<file path="config.mk">
export PLATFORM = sky130hd
export DESIGN_NAME = dma_chunk_scheduler
export DESIGN_NICKNAME = d
export VERILOG_FILES = /design/src/rtl/dma_chunk_scheduler.sv
export SDC_FILE = /design/constraint.sdc
export NUM_CORES = 1
export LEC_CHECK = 0
export CORE_MARGIN = 2
export CORE_UTILIZATION = 50
export CTS_CLUSTER_DIAMETER = 50
export DETAILED_ROUTE_END_ITERATION = 7
export PLACE_DENSITY = 0.83
export SLEW_MARGIN = 20
export SYNTH_ARGS = -nofsm -noshare
export SYNTH_HDL_FRONTEND = slang
export SYNTH_SLANG_ARGS = --single-unit
</file>
<file path="constraint.sdc">
create_clock -name clk_i -period 6.75 [get_ports clk_i]
set_input_delay 0.675 -clock clk_i [delete_from_list [all_inputs] [get_ports clk_i]]
set_output_delay 0.675 -clock clk_i [all_outputs]
set_load 0.03 [all_outputs]
</file>
<file path="src/rtl/dma_chunk_scheduler.sv">
// Splits per-channel DMA jobs into host-boundary-aligned chunk commands,
// arbitrating round-robin between channels and tracking completion/timeouts.
module dma_chunk_scheduler #(
    parameter int g_CHANNELS  = 2,
    parameter int g_MAX_CHUNK = 4096,
    parameter int g_TIMEOUT   = 125000
) (
    input  logic                     clk_i,
    input  logic                     rst_i,
    input  logic [g_CHANNELS-1:0]    req_valid_i,
    output logic [g_CHANNELS-1:0]    req_ready_o,
    input  logic [64*g_CHANNELS-1:0] req_host_addr_i,
    input  logic [32*g_CHANNELS-1:0] req_dev_addr_i,
    input  logic [32*g_CHANNELS-1:0] req_len_i,
    input  logic [g_CHANNELS-1:0]    req_dir_i,
    output logic                     cmd_valid_o,
    input  logic                     cmd_ready_i,
    output logic [63:0]              cmd_host_addr_o,
    output logic [31:0]              cmd_dev_addr_o,
    output logic [31:0]              cmd_len_o,
    output logic                     cmd_dir_o,
    output logic                     cmd_last_o,
    output logic [2:0]               cmd_ch_o,
    input  logic                     done_i,
    input  logic                     err_i,
    output logic [g_CHANNELS-1:0]    job_done_o,
    output logic [g_CHANNELS-1:0]    job_err_o,
    output logic                     busy_o
);

    typedef enum logic [1:0] {S_IDLE, S_ISSUE, S_WAIT, S_FINISH} state_t;

    state_t      r_state, w_next;
    logic [63:0] r_host;
    logic [31:0] r_dev, r_rem;
    logic        r_dir, r_err;
    logic [2:0]  r_ch, r_last;
    logic [24:0] r_timer;

    logic        w_grant_any;
    logic [2:0]  w_grant_ch;
    logic [31:0] w_offset, w_span, w_chunk;
    logic        w_accept, w_timeout;

    // Scan from farthest to nearest so the channel right after r_last wins.
    always_comb begin
        w_grant_any = 1'b0;
        w_grant_ch  = '0;
        for (int off = g_CHANNELS; off >= 1; off--) begin
            for (int i = 0; i < g_CHANNELS; i++) begin
                if ((i == (int'(r_last) + off) % g_CHANNELS) && req_valid_i[i]) begin
                    w_grant_any = 1'b1;
                    w_grant_ch  = 3'(i);
                end
            end
        end
    end

    assign w_offset  = 32'(r_host & 64'(g_MAX_CHUNK - 1));
    assign w_span    = 32'(g_MAX_CHUNK) - w_offset;
    assign w_chunk   = (r_rem < w_span) ? r_rem : w_span;
    assign w_accept  = (r_state == S_ISSUE) && (r_rem != 32'd0) && cmd_ready_i;
    // Fires one cycle early so the error pulse lands g_TIMEOUT cycles after the accepting edge.
    assign w_timeout = ({1'b0, r_timer} + 26'd2) >= 26'(g_TIMEOUT);

    always_comb begin
        w_next = r_state;
        case (r_state)
            S_IDLE:   if (w_grant_any) w_next = S_ISSUE;
            S_ISSUE: begin
                if (r_rem == 32'd0)   w_next = S_FINISH;
                else if (cmd_ready_i) w_next = S_WAIT;
            end
            S_WAIT: begin
                if (err_i)       w_next = S_FINISH;
                else if (done_i) w_next = (r_rem != 32'd0) ? S_ISSUE : S_FINISH;
                else if (w_timeout) w_next = S_FINISH;
            end
            default:  w_next = S_IDLE;
        endcase
    end

    always_comb begin
        req_ready_o = '0;
        job_done_o  = '0;
        job_err_o   = '0;
        for (int i = 0; i < g_CHANNELS; i++) begin
            req_ready_o[i] = (r_state == S_IDLE) && w_grant_any && !rst_i && (w_grant_ch == 3'(i));
            job_done_o[i]  = (r_state == S_FINISH) && !r_err && (r_ch == 3'(i));
            job_err_o[i]   = (r_state == S_FINISH) && r_err && (r_ch == 3'(i));
        end
    end

    assign cmd_valid_o     = (r_state == S_ISSUE) && (r_rem != 32'd0);
    assign cmd_last_o      = cmd_valid_o && (w_chunk == r_rem);
    assign cmd_host_addr_o = r_host;
    assign cmd_dev_addr_o  = r_dev;
    assign cmd_len_o       = w_chunk;
    assign cmd_dir_o       = r_dir;
    assign cmd_ch_o        = r_ch;
    assign busy_o          = (r_state != S_IDLE);

    always_ff @(posedge clk_i or posedge rst_i) begin
        if (rst_i) begin
            r_state <= S_IDLE;
            r_host  <= '0;
            r_dev   <= '0;
            r_rem   <= '0;
            r_dir   <= 1'b0;
            r_err   <= 1'b0;
            r_ch    <= '0;
            r_last  <= 3'(g_CHANNELS - 1);
            r_timer <= '0;
        end else begin
            r_state <= w_next;
            case (r_state)
                S_IDLE: begin
                    if (w_grant_any) begin
                        r_host  <= req_host_addr_i[int'(w_grant_ch)*64 +: 64];
                        r_dev   <= req_dev_addr_i[int'(w_grant_ch)*32 +: 32];
                        r_rem   <= req_len_i[int'(w_grant_ch)*32 +: 32];
                        r_dir   <= req_dir_i[w_grant_ch];
                        r_ch    <= w_grant_ch;
                        r_last  <= w_grant_ch;
                        r_err   <= 1'b0;
                        r_timer <= '0;
                    end
                end
                S_ISSUE: begin
                    if (w_accept) begin
                        r_host  <= r_host + 64'(w_chunk);
                        r_dev   <= r_dev + w_chunk;
                        r_rem   <= r_rem - w_chunk;
                        r_timer <= '0;
                    end
                end
                S_WAIT: begin
                    r_timer <= r_timer + 25'd1;
                    if (err_i || (!done_i && w_timeout)) r_err <= 1'b1;
                end
                default: ;
            endcase
        end
    end

endmodule

</file>
Word-level counts from Yosys, hierarchy flattened

Index checks and enable logic that the tools add are counted.
Widths: inputs -> output; s select.

Magnitude comparators: 3
Div/mod/pow operators: 0
$add $sub $neg: 8
Bitwise logic cells: 2
Eq/ne operators: 13
Shifts and indexed selects: 3
$mul: 0
Reduce and logical (&&, ||, !) cells: 38
Mux-type cells: 33

Operator list:

| operator               | number |
|---|---|
| $mux 32                | 5 |
| $mux 64                | 2 |
| $pmux 32 s2            | 2 |
| $pmux 64 s2            | 1 |
| $shiftx 128x10->64     | 1 |
| $shiftx 64x9->32       | 2 |
| $logic_not 32->1       | 3 |
| $pmux 25 s3            | 1 |
| $add 64x32->64         | 1 |
| $mux 25                | 2 |
| $add 32x32->32         | 1 |
| $eq 32x32->1           | 1 |
| $lt 32x32->1           | 1 |
| $reduce_bool 32->1     | 1 |
| $sub 32x32->32         | 1 |
| $add 25x2->26 const B  | 1 |
| $ge 26x17->1 const B   | 1 |
| $add 25x1->25 const B  | 1 |
| $logic_and 1x1->1      | 18 |
| $mux 2                 | 7 |
| $sub 13x12->14 const A | 1 |
| $reduce_and 3->1       | 4 |
| $mux 1                 | 9 |
| $eq 3x1->1 const B     | 2 |
| 19 further kinds       | 31 |

Bits in writable memories: 0
Bits in latches: 0
Input port bits: 265
Memory bits (read-only): 0
Flip-flop bits (word level): 161
Memories: 0

Logic depth before layout (Yosys ltp)

Gate-level depths: netlist of the first run.

Depth in word-level cells: 11
Mapped depth: 27
Mapped depth without buffers: 25

Least setup slack after synthesis of the first run

OpenSTA, ideal clock, no wires.

Kind: reg-to-reg
From: reg r_host[1] (netlist: cmd_host_addr_o[1])
To: reg r_dev[30] (netlist: cmd_dev_addr_o[30])
Stages on the path, launching flop included: 24
Data required time: 6.655 ns
Setup time: 0.095 ns
Path buffers: 1
Period minus slack after synthesis: 6.417 ns
Path slack: 0.333 ns
Data arrival time: 6.322 ns
Path through: dfrtp_1 inv_1 ha_1 inv_1 or4_1 nor3_1 xnor2_1 inv_1 ha_1 nor4_1 o211ai_1 nand2_1 buf_2 mux2i_1 ha_1 fa_1 a211oi_1 o21a_1 o32a_1 o31a_1 o311a_1 o41ai_4 a2111oi_1 o32ai_2

Word-level cells in the longest chain between the ends: 6

RTL lines:

| item                   | line | RTL |
|---|---|---|
| start, declared        | 34   | `logic [63:0] r_host;` |
| start signal, assigned | 119  | `r_host <= req_host_addr_i[int'(w_grant_ch)*64 +: 64];` |
| start signal, assigned | 131  | `r_host <= r_host + 64'(w_chunk);` |
| $sub 13x12->14         | 60   | `assign w_span = 32'(g_MAX_CHUNK) - w_offset;` |
| $lt 32x32->1           | 61   | `assign w_chunk = (r_rem < w_span) ? r_rem : w_span;` |
| $mux 32                | 61   |  |
| net cmd_len_o[0]       | 20   | `output logic [31:0] cmd_len_o,` |
| $add 32x32->32         | 132  | `r_dev <= r_dev + w_chunk;` |
| $mux 32                | 130  | `if (w_accept) begin` |
| $pmux 32 s2            | 116  | `case (r_state)` |
| end signal, assigned   | 120  | `r_dev <= req_dev_addr_i[int'(w_grant_ch)*32 +: 32];` |
| end signal, assigned   | 132  |  |
| end, declared          | 35   | `logic [31:0] r_dev, r_rem;` |

The timed path passes the listed nets, and every way through them passes these cells. The select of a mux whose other input is x is not followed.
A chain may end at the register's enable or synchronous reset.

Worst setup path in the final report of the first run

From: reg r_host[1] (netlist: cmd_host_addr_o[1])
To: reg r_dev[30] (netlist: cmd_dev_addr_o[30])

Word-level cells in the longest chain between the ends: 6

RTL lines:

| item             | line |
|---|---|
| $sub 13x12->14 * | 60 |
| $lt 32x32->1     | 61 |
| $mux 32 *        | 61 |
| $add 32x32->32 * | 132 |
| $mux 32 *        | 130 |
| $pmux 32 s2 *    | 116 |

Mark *: on every way between the ends. The rest lies on a longest branch, timed or not. The select of a mux whose other input is x is not followed.

==> flow_summary.toml, run 1 <==
[worst_setup_path]
critPathKind = "reg2reg"
worst_r2r_path_depth = 23
startpoint_type = "register"
path_max_fanout = 17
r2r-end = "cmd_dev_addr_o[30]"
timing.rr.start = "cmd_host_addr_o[1]"
endpoint_kind = "register"
r2r_slack_ps = 370
critPathLaunch = "cmd_host_addr_o[1]"
required_ps = 7100
arrival_ps = 6730

[global_route]
grt_overflow_total = 0
grt_usage_pct = 32.9
grt_antenna_before_repair = 2
grt_max_degree = 104
grt_pass1_wl_mm = 81.1
first_global_vias = 15600

[clocking]
cts.sink_count = 159
clock_path_buffers = 2
holdBufCountCts = 0
insertion_delay_ps = 440
cts-root-buf = "clkbuf_16"
cts_buffers = 17
clk_pin_slew_worst_paths_ps = 80
tritoncts = "done"
htreeDepth = 4

[sta]
tightest_slew_ps = 1050
report.final.slew_viol_count = 0
fin_worst_skew_ps = 18.7
fmax_mhz = 157
layout_min_cycle_time_ps = 6380
setup_viol = 0
hold_violations = 0
worst_slew_margin_rel_pct = 29.5
fin_crit_sh_pct = 94.5

[power]
ir_drop_mv = 0.379
power_density_mw_per_mm2 = 542
power.leakage_nw = 8.16

[cells_and_area]
multi_input_area_mm2 = 0.0101
drive_above_1_share_pct = 3.76
area_growth_pct = 33.2
postLayoutCellArea_mm2 = 0.0194
layout_common_cells = "383 x clkdlybuf4s50_1, 370 x nand2_1, 216 x a21oi_1, 158 x dfrtp_1, 134 x nor2_1"
fin_util_pct = 67.6
fillers = 2420
register_area_mm2 = 0.00398
nets = 2662
final_common_cell = "clkdlybuf4s50_1"

[placed_design]
place_congestion = 0.978
postPlaceCellArea_mm2 = 0.0187
io_buffer_count = 384
dp_hpwl_mm = 38.0

[routing]
drt_wl_total_mm = 51.4
viasPerCell = 6.00
ant_nets = 0
drc = 0
drtPass1Iterations = 7
vias = 16200
wl_per_cell_um = 19.0
initialDrtViolationCount = 1243

[logic_synthesis]
seq_area_frac_synth_pct = 27.4
synth_area_mm2 = 0.0145
async_flop_share_pct = 100
synthCells = 1949
synth_flop_cell = "dfrtp_1"
ys_warn_count = 0
synth.distinct_cells = 85
syn_area_per_cell_um2 = 7.46
ys_ff_latch = 159
synth-edff-count = 0

[die]
fp.coreArea_mm2 = 0.0286
ios = 406
row_count = 62
start_util_pct = 50.8
die_h_um = 174
die_w_um = 174
die-area_mm2 = 0.0304

[run_status]
status = "completed"

[min_path]
hold_path.startpoint = "r_rem[30]"
worstHoldPathType = "reg2reg"
worstHoldPathCells = 1
whs_endpoint = "r_rem[30]"

[job]
max-cap-violations = 0
-- cells by family (layout without fill, tap and decap cells) --
kind of cell             Yosys count  after routing  synth area share [%]
AO/OA/AOI/OAI                    569            569                  24.6
XOR/XNOR                          84             84                  5.06
adder cells (fa/ha/maj)           95             95                  8.34
buffers and inverters            180            489                  5.33
flip-flops                       159            159                  27.4
multiplexers                      45             45                  3.21
other                              1             60                0.0258
AND/OR/NAND/NOR                  816            816                  26.0
-- flip-flops by register name (all words and copies together), names as in the netlist --
signal           cells
cmd_host_addr_o     64
cmd_dev_addr_o      32
r_rem               32
r_timer             25
r_state              2
cmd_ch_o             1
cmd_dir_o            1
r_err                1
r_last               1
-- worst max path at each step --
stage | end | cells after the start
after floorplan | cmd_dev_addr_o[30] | 23
after global placement | cmd_dev_addr_o[30] | 21
after detailed placement | cmd_dev_addr_o[30] | 21
after CTS | cmd_last_o | 18
after global routing | cmd_dev_addr_o[30] | 22
final | cmd_dev_addr_o[30] | 23
-- cell type report --
class / count / area share (%)
antenna: 2 / 0.0258
clock buffer: 18 / 2.22
clock inverter: 14 / 0.866
inverter: 49 / 0.976
multi-input combinational: 1667 / 52.1
sequential: 159 / 20.6
tap: 384 / 2.48
timing repair buffer: 408 / 20.8
-- through the flow --
step | setup slack (ps) | std cells | setup TNS [ps] | power, mW | hold WS [ps]
after floorplan | 333 | 2006 | 0 | 6.96 | 464
after global placement | 445 | 2662 | 0 | 9.08 | 477
after detailed placement | 223 | 2662 | 0 | 9.24 | 509
after CTS | 92.9 | 2694 | 0 | 10.3 | 527
after global routing | -8.61 | 2700 | -24.2 | 11.3 | 548
final | 370 | 2701 | 0 | 10.5 | 526
-- per-layer routing --
metal	GRT usage, %	part of all wire (%)	wire length [um]
met5	0	0	0
met4	13.0	3.3	1690
met3	5.45	7.2	3700
met2	55.8	47	24400
met1	41.9	42	21600
-- worst max-delay path, stage by stage (launching register included) --
cell and delay (ps):
dfrtp_1 440, inv_1 160, ha_1 210, inv_1 70
or4_1 560, nor3_2 170, xnor2_1 190, inv_1 90
ha_1 190, nor4_1 290, o211ai_1 170, nand2_2 200
buf_4 140, buf_6 200, mux2_1 400, ha_1 390
o21a_1 150, o21ai_0 130, o32a_1 430, o31a_1 390
o311a_1 430, o41ai_4 430, a2111oi_1 160, o32ai_2 280
-- synth_stat cells (all sizes together) (10+ instances only) --
| cell | number | area (um2) |
|---|---|---|
| and4 | 11 | 96.3 |
| o31ai | 14 | 110 |
| a31oi | 24 | 150 |
| a211oi | 33 | 248 |
| mux2i | 32 | 320 |
| inv | 49 | 184 |
| or2 | 10 | 62.6 |
| nor3 | 47 | 235 |
| o211ai | 17 | 128 |
| xnor2 | 47 | 412 |
| o21a | 16 | 120 |
| or4 | 13 | 97.6 |
| xor2 | 37 | 324 |
| buf | 54 | 302 |
| nand2 | 373 | 1400 |
| dfrtp | 158 | 3950 |
| nor4 | 17 | 113 |
| nand3 | 66 | 330 |
| a21o | 33 | 248 |
| and2 | 11 | 68.8 |
| and3 | 25 | 156 |
| nor2 | 136 | 510 |
| ha | 92 | 1150 |
| or3 | 24 | 150 |
| nand2b | 15 | 93.8 |
| nand4 | 40 | 250 |
| clkbuf | 77 | 289 |
| mux2 | 13 | 146 |
| a21oi | 218 | 1090 |
| o21ai | 113 | 566 |
-- power breakdown --
group	switching (mW)	internal [mW]	total, mW
Sequential	0.563	1.38	1.94
Clock	0.462	0.560	1.02
Combinational	4.58	2.95	7.53
-- timing repair --
item | in CTS | in global routing
endpoints found under the setup margin | 0 | 39
buffers inserted | 0 | 5
resized for setup | 0 | 9
Power figures use the tool's default switching activity.
==> inputs of run 2 (changes only) <==
--- a/config.mk
+++ b/config.mk
@@ -10,6 +10,7 @@
 export CTS_CLUSTER_DIAMETER = 50
 export DETAILED_ROUTE_END_ITERATION = 7
 export PLACE_DENSITY = 0.83
+export SKIP_LAST_GASP = 1
 export SLEW_MARGIN = 20
 export SYNTH_ARGS = -nofsm -noshare
 export SYNTH_HDL_FRONTEND = slang
==> results of run 2 <==
Same layout as run 1: the final DEF is identical, and so are final timing and power.
